$ cat src/rtl/word_block_packer_if.sv
// Handshake bundle between a word producer, the packer and a block consumer.
interface word_block_packer_if #(
  parameter int WSIZE  = 32,
  parameter int NWORDS = 4
);
  logic [WSIZE-1:0]        in_data;
  logic                    in_valid;
  logic                    in_last;
  logic                    in_ready;
  logic                    flush;
  logic [WSIZE*NWORDS-1:0] out_data;
  logic [NWORDS-1:0]       out_mask;
  logic                    out_valid;
  logic                    out_ready;

  modport slave (
    input  in_data, in_valid, in_last, flush, out_ready,
    output in_ready, out_data, out_mask, out_valid
  );

  modport master (
    output in_data, in_valid, in_last, flush, out_ready,
    input  in_ready, out_data, out_mask, out_valid
  );
endinterface

$ cat src/rtl/word_block_packer.sv
// Packs WSIZE-bit words into NWORDS-word blocks with a per-word valid mask;
// one assembly buffer plus one output register, FILL/HOLD control.
module word_block_packer #(
  parameter int WSIZE          = 32,
  parameter int NWORDS         = 4,
  parameter bit FIRST_WORD_MSB = 1'b1
) (
  input  logic                clock,
  input  logic                reset,
  word_block_packer_if.slave  bus,
  output logic [15:0]         block_count
);

  localparam int BSIZE = WSIZE * NWORDS;
  localparam int IW    = $clog2(NWORDS);
  localparam int CW    = IW + 1;
  localparam logic [CW-1:0] LAST_IDX = CW'(NWORDS - 1);

  localparam logic [0:0] ST_FILL = 1'b0;
  localparam logic [0:0] ST_HOLD = 1'b1;

  logic [0:0]       state_q, state_d;
  logic [CW-1:0]    count_q, count_d;
  logic [WSIZE-1:0] asm_q [NWORDS];
  logic [WSIZE-1:0] asm_d [NWORDS];
  logic [BSIZE-1:0] out_data_q, out_data_d;
  logic [NWORDS-1:0] out_mask_q, out_mask_d;
  logic             out_valid_q, out_valid_d;
  logic [15:0]      block_count_q, block_count_d;

  logic             accept;
  logic             out_free;
  logic             close;
  logic [CW-1:0]    close_count;
  logic [CW-1:0]    pack_count;
  logic [WSIZE-1:0] asm_wr [NWORDS];
  logic [BSIZE-1:0] packed_data;
  logic [NWORDS-1:0] packed_mask;

  assign accept      = (state_q == ST_FILL) && bus.in_valid;
  assign out_free    = !out_valid_q || bus.out_ready;
  assign close_count = count_q + CW'(accept);
  assign close       = (state_q == ST_FILL) &&
                       ((accept && ((count_q == LAST_IDX) || bus.in_last || bus.flush)) ||
                        (!accept && bus.flush && (count_q != '0)));
  // A held block already carries its final word count in count_q.
  assign pack_count  = (state_q == ST_HOLD) ? count_q : close_count;

  always_comb begin
    for (int i = 0; i < NWORDS; i++) begin
      asm_wr[i] = asm_q[i];
    end
    if (accept) begin
      asm_wr[count_q[IW-1:0]] = bus.in_data;
    end
  end

  // Slots beyond pack_count are forced to zero, so stale buffer words never leak out.
  always_comb begin
    packed_data = '0;
    packed_mask = '0;
    for (int i = 0; i < NWORDS; i++) begin
      if (CW'(i) < pack_count) begin
        packed_mask[i] = 1'b1;
        if (FIRST_WORD_MSB) begin
          packed_data[BSIZE-1-i*WSIZE -: WSIZE] = asm_wr[i];
        end else begin
          packed_data[i*WSIZE +: WSIZE] = asm_wr[i];
        end
      end
    end
  end

  always_comb begin
    state_d       = state_q;
    count_d       = count_q;
    asm_d         = asm_q;
    out_data_d    = out_data_q;
    out_mask_d    = out_mask_q;
    out_valid_d   = out_valid_q && !bus.out_ready;
    block_count_d = block_count_q + 16'(out_valid_q && bus.out_ready);

    if (state_q == ST_FILL) begin
      asm_d   = asm_wr;
      count_d = close_count;
      if (close) begin
        if (out_free) begin
          out_data_d  = packed_data;
          out_mask_d  = packed_mask;
          out_valid_d = 1'b1;
          count_d     = '0;
        end else begin
          state_d = ST_HOLD;
        end
      end
    end else if (out_free) begin
      out_data_d  = packed_data;
      out_mask_d  = packed_mask;
      out_valid_d = 1'b1;
      count_d     = '0;
      state_d     = ST_FILL;
    end
  end

  always_ff @(posedge clock or posedge reset) begin
    if (reset) begin
      state_q       <= ST_FILL;
      count_q       <= '0;
      out_data_q    <= '0;
      out_mask_q    <= '0;
      out_valid_q   <= 1'b0;
      block_count_q <= '0;
      for (int i = 0; i < NWORDS; i++) begin
        asm_q[i] <= '0;
      end
    end else begin
      state_q       <= state_d;
      count_q       <= count_d;
      out_data_q    <= out_data_d;
      out_mask_q    <= out_mask_d;
      out_valid_q   <= out_valid_d;
      block_count_q <= block_count_d;
      for (int i = 0; i < NWORDS; i++) begin
        asm_q[i] <= asm_d[i];
      end
    end
  end

  assign bus.in_ready  = (state_q == ST_FILL);
  assign bus.out_data  = out_data_q;
  assign bus.out_mask  = out_mask_q;
  assign bus.out_valid = out_valid_q;
  assign block_count   = block_count_q;

endmodule

$ cat src/flat_wrapper.sv
// flat-port wrapper written by rule: the top's interface ports become plain ports
module word_block_packer_flat 
#(
  parameter int WSIZE          = 32,
  parameter int NWORDS         = 4,
  parameter bit FIRST_WORD_MSB = 1'b1
)
  (clock, reset, block_count, bus_in_data, bus_in_valid, bus_in_last, bus_flush, bus_out_ready, bus_in_ready, bus_out_data, bus_out_mask, bus_out_valid);
  word_block_packer_if #(.WSIZE(WSIZE), .NWORDS(NWORDS)) bus_i ();
  input  logic clock;
  input  logic reset;
  output logic [15:0] block_count;
  input wire logic [$bits(bus_i.in_data)-1:0] bus_in_data;
  input wire logic [$bits(bus_i.in_valid)-1:0] bus_in_valid;
  input wire logic [$bits(bus_i.in_last)-1:0] bus_in_last;
  input wire logic [$bits(bus_i.flush)-1:0] bus_flush;
  input wire logic [$bits(bus_i.out_ready)-1:0] bus_out_ready;
  output wire logic [$bits(bus_i.in_ready)-1:0] bus_in_ready;
  output wire logic [$bits(bus_i.out_data)-1:0] bus_out_data;
  output wire logic [$bits(bus_i.out_mask)-1:0] bus_out_mask;
  output wire logic [$bits(bus_i.out_valid)-1:0] bus_out_valid;
  assign bus_i.in_data = bus_in_data;
  assign bus_i.in_valid = bus_in_valid;
  assign bus_i.in_last = bus_in_last;
  assign bus_i.flush = bus_flush;
  assign bus_i.out_ready = bus_out_ready;
  assign bus_in_ready = bus_i.in_ready;
  assign bus_out_data = bus_i.out_data;
  assign bus_out_mask = bus_i.out_mask;
  assign bus_out_valid = bus_i.out_valid;
  word_block_packer #(.WSIZE(WSIZE), .NWORDS(NWORDS), .FIRST_WORD_MSB(FIRST_WORD_MSB)) u_core (.clock(clock), .reset(reset), .bus(bus_i), .block_count(block_count));
endmodule
$ cat config.mk
export PLATFORM = sky130hd
export DESIGN_NAME = word_block_packer_flat
export DESIGN_NICKNAME = d
export VERILOG_FILES = /design/src/rtl/word_block_packer_if.sv /design/src/rtl/word_block_packer.sv /design/src/flat_wrapper.sv
export SDC_FILE = /design/constraint.sdc
export NUM_CORES = 1
export LEC_CHECK = 0
export ABC_CLOCK_PERIOD_IN_PS = 25900
export CAP_MARGIN = 20
export CORE_MARGIN = 1
export CORE_UTILIZATION = 50
export CTS_BUF_LIST = sky130_fd_sc_hd__clkbuf_16
export CTS_CLUSTER_SIZE = 20
export DETAILED_ROUTE_END_ITERATION = 8
export GPL_TIMING_DRIVEN = 0
export PLACE_DENSITY = 0.75
export SLEW_MARGIN = 10
export SYNTH_ARGS = -nofsm -noshare
export SYNTH_HDL_FRONTEND = slang
export SYNTH_SLANG_ARGS = --single-unit
$ cat constraint.sdc
create_clock -name clock -period 25.9 [get_ports clock]
set_clock_uncertainty 0.05 [all_clocks]
set_input_delay 5.18 -clock clock [delete_from_list [all_inputs] [get_ports clock]]
set_output_delay 5.18 -clock clock [all_outputs]
set_load 0.02 [all_outputs]
==> summary.md <==
| Metric | Value |
|---|---|
| Max Buffers Root-to-Sink | 3 |
| Final Hold Fails | 0 |
| Period utilization | 29.2% |
| CP Max Fanout | 10 |
| Largest net degree at the start of global routing | 114 |
| Top cell by count, worst path | ha_1 |
| Die Span X | 156 um |
| Vias per inst | 4.99 |
| WL/cell | 17.6 um |
| Setup_tns | 0 ns |
| Detailed Routing Iterations Pass 1 | 4 |
| Critical path type | primary input to flop |
| CP Buf/Inv Count | 2 |
| Area occupied by multi-input gates | 0.00392 mm2 |
| WP data required | 26.30 ns |
| Peak VDD IR | 0.0724 mV |
| Type of the most critical hold path | flop to flop |
| Setup ws final | 18.33 ns |
| Critical path endpoint category | flop |
| GP Congestion | 0.782 |
| Hold buffer count at CTS | 0 |
| Largest cells by area after synthesis | dfrtp_1, mux2_2, mux2i_1 |
| # rows | 55 |
| CP peak stage delay | 0.62 ns |
| Cts repair resizes | 0 |
| Max-slew headroom at the worst pin | 51.1% |
| Clock root buffer | clkbuf_16 |
| Antenna diode count | 0 |
| Initial antenna violation count | 2 |
| CP Cell Sequence | clkdlybuf4s50_1 -> nor2b_1 -> ha_1 -> ha_1 -> xnor2_1 -> a32oi_1 -> clkbuf_1 -> nand2_1 -> mux2i_1 |
| Top-Level Pins | 188 |
| Area grow syn2layout | 27.3% |
| Pwr Density | 126 mW/mm2 |
| Yosys top cell by area | dfrtp_1 |
| DR vias | 7,417 |
| Total Wirelength | 26,200 um |
| Status | complete, no violations |
| Port Buffers | 187 |
| Crit start category | primary input |
| Post-synth top area share | 59.6% |
| Initial Util | 51.5% |
| Sink Count | 281 |
| Flip-flop and latch area | 0.00703 mm2 |
| Core Area | 0.0229 mm2 |
| Drt drc | 0 |
| CTS tree | built |
| Dpl ws | 17.78 ns |
| Clock network latency to the later pin of the worst-skew pair | 0.54 ns |
| Final min period | 7.57 ns |
| Final setup viols | 0 |
| Global-route total usage across every layer | 22.4% |
| Cells after Synth | 934 |
| Number of fill cells | 1,770 |
| Iteration-0 DRC Markers | 410 |
| Number of CTS-inserted buffers | 29 |
| Fmax | 132 MHz |
| Final HPWL DP | 17,900 um |
| Final #Nets | 1,196 |
| Warnings from Yosys | 0 |
| CP max stage cell | clkdlybuf4s50_1 |
| Synthesized area per cell | 12.6 um2 |
| H-tree depth | 1 |
| Max Cap Viol | 0 |
| Clock transition at path regs | 0.06 ns |
| Max-slew violation count | 0 |
| Synth Net Count | 976 |
| Flops & latches, synth | 281 |
| Mapped Area | 0.0118 mm2 |
| Synth unique cells | 40 |
| Critical path arrival | 7.96 ns |
| Share of layout cells above drive strength 1 | 17.1% |
| RSZ-0062 raised after global routing | false |
| Leakage | 6.71 nW |
| Vias in the first global route | 7,839 |
| CP top delay family | buffers and inverters |
| First-pass GRT wire length | 42,200 um |
| Seq/Total Area, Yosys | 59.6% |
| Worst-Margin Slew | 0.727 ns |
| Final ANT Viol Nets | 0 |
| Grt ovf | 0 |
| Die ar. | 0.0242 mm2 |
| Post-CTS Repair Setup Buffers | 0 |
| Chip height | 156 um |
-- synth_stat cells (all sizes together) --
| library cell | count |
|---|---|
| and2 | 1 |
| buf | 36 |
| a21oi | 1 |
| nor3 | 2 |
| xnor2 | 10 |
| mux2 | 130 |
| nand3 | 8 |
| and3b | 1 |
| a31oi | 1 |
| o21ai | 36 |
| dfrtp | 281 |
| and3 | 1 |
| nor4b | 1 |
| inv | 134 |
| nand2 | 72 |
| ha | 4 |
| nor4bb | 2 |
| or2 | 1 |
| o41ai | 1 |
| o32ai | 1 |
| nand4 | 2 |
| nor2 | 12 |
| nor2b | 3 |
| o21a | 1 |
| o211a | 1 |
| xor2 | 6 |
| a32oi | 1 |
| nand4b | 1 |
| clkbuf | 14 |
| nor3b | 1 |
| a31o | 1 |
| o31ai | 1 |
| mux2i | 130 |
| nand2b | 35 |
| or3 | 1 |
-- through the flow --
stage                     power, mW  hold slack (ns)  cells  utilization (%)  area (um2)
after global routing           2.01            0.445   1486             65.5       15000
after global placement         1.49            0.410   1434             61.3       14100
after detailed placement       1.51            0.413   1436             61.6       14100
final                          1.89            0.423   1486             65.5       15000
after CTS                      1.91            0.424   1486             65.5       15000
after floorplan                1.20            0.399    934                -       11800
-- per-layer routing --
layer	global-route usage, %	vias to the layer above	part of all wire [%]
li1	-	3450	-
met1	30.1	3734	44
met2	36.9	191	47
met3	5.72	38	6.7
met4	4.76	4	1.5
met5	0	-	0.10
-- state kept, by name, summed over array words and instances, names as in the netlist --
signal	flops
u_core.asm_q	128
u_core.block_count	16
u_core.bus.out_data	128
u_core.bus.out_mask	4
u_core.bus.out_valid	1
u_core.count_q	3
u_core.state_q	1
-- layout make-up --
cell class	count	area share (%)
Multi-Input combinational cell	469	26.1
Sequential cell	281	46.8
Clock buffer	29	4.83
Buffer	50	2.23
Timing Repair Buffer	189	12.8
Inverter	134	3.40
Clock inverter	21	1.13
Tap cell	313	2.61
-- layout by cell type (no fill, tap or decap), types with 2 or more instances in the layout --
| cell | synthesis | final |
|---|---|---|
| xor2_1 | 6 | 6 |
| nand2_1 | 72 | 72 |
| mux2_2 | 122 | 122 |
| nand2b_1 | 35 | 35 |
| nor3_1 | 2 | 2 |
| buf_2 | 12 | 12 |
| xnor2_1 | 10 | 10 |
| clkinv_1 | 0 | 6 |
| mux2_1 | 8 | 8 |
| buf_16 | 0 | 2 |
| dfrtp_1 | 281 | 281 |
| buf_6 | 13 | 13 |
| buf_1 | 2 | 2 |
| nor2_1 | 12 | 12 |
| clkbuf_16 | 0 | 29 |
| buf_4 | 9 | 9 |
| inv_1 | 134 | 139 |
| nor2b_1 | 3 | 3 |
| o21ai_0 | 36 | 36 |
| nand4_1 | 2 | 2 |
| clkdlybuf4s50_1 | 0 | 187 |
| nor4bb_1 | 2 | 2 |
| mux2i_1 | 130 | 130 |
| clkinv_2 | 0 | 5 |
| bufinv_16 | 0 | 3 |
| nand3_1 | 8 | 8 |
| clkbuf_1 | 13 | 13 |
| ha_1 | 4 | 4 |
-- final timing paths --
| check | start | to | slack, ns | depth (start not counted) |
|---|---|---|---|---|
| min in group asynchronous | reset | u_core.block_count[3] | 5.12 | 2 |
| max in group asynchronous | reset | u_core.bus.out_data[52] | 19.70 | 3 |
| hold reg to reg | u_core.block_count[15] | u_core.block_count[15] | 0.42 | 1 |
| setup reg to reg | u_core.state_q | u_core.bus.out_data[110] | 22.94 | 10 |
| hold / removal | u_core.block_count[15] | u_core.block_count[15] | 0.42 | 1 |
| setup / recovery | bus_in_valid | u_core.bus.out_data[110] | 18.33 | 9 |
-- where the power goes --
part           total [mW]  internal [mW]  switching (mW)  leakage [nW]
clock network       0.397          0.231           0.166         0.465
registers           0.695          0.622          0.0734          3.60
logic               0.802          0.380           0.423          2.64
-- logic make-up (layout without fill, tap and decap cells) --
logic type / after synthesis / count (layout) / share of synthesized area [%]
adders and majority gates: 4 / 4 / 0.424
and+or+nand+nor: 144 / 144 / 6.07
buffers and inverters: 184 / 423 / 7.11
xor gates and xnor gates: 16 / 16 / 1.19
muxes: 260 / 260 / 23.4
AOI/OAI and AO/OA: 45 / 45 / 2.13
DFF: 281 / 281 / 59.6
Power figures use the tool's default switching activity.
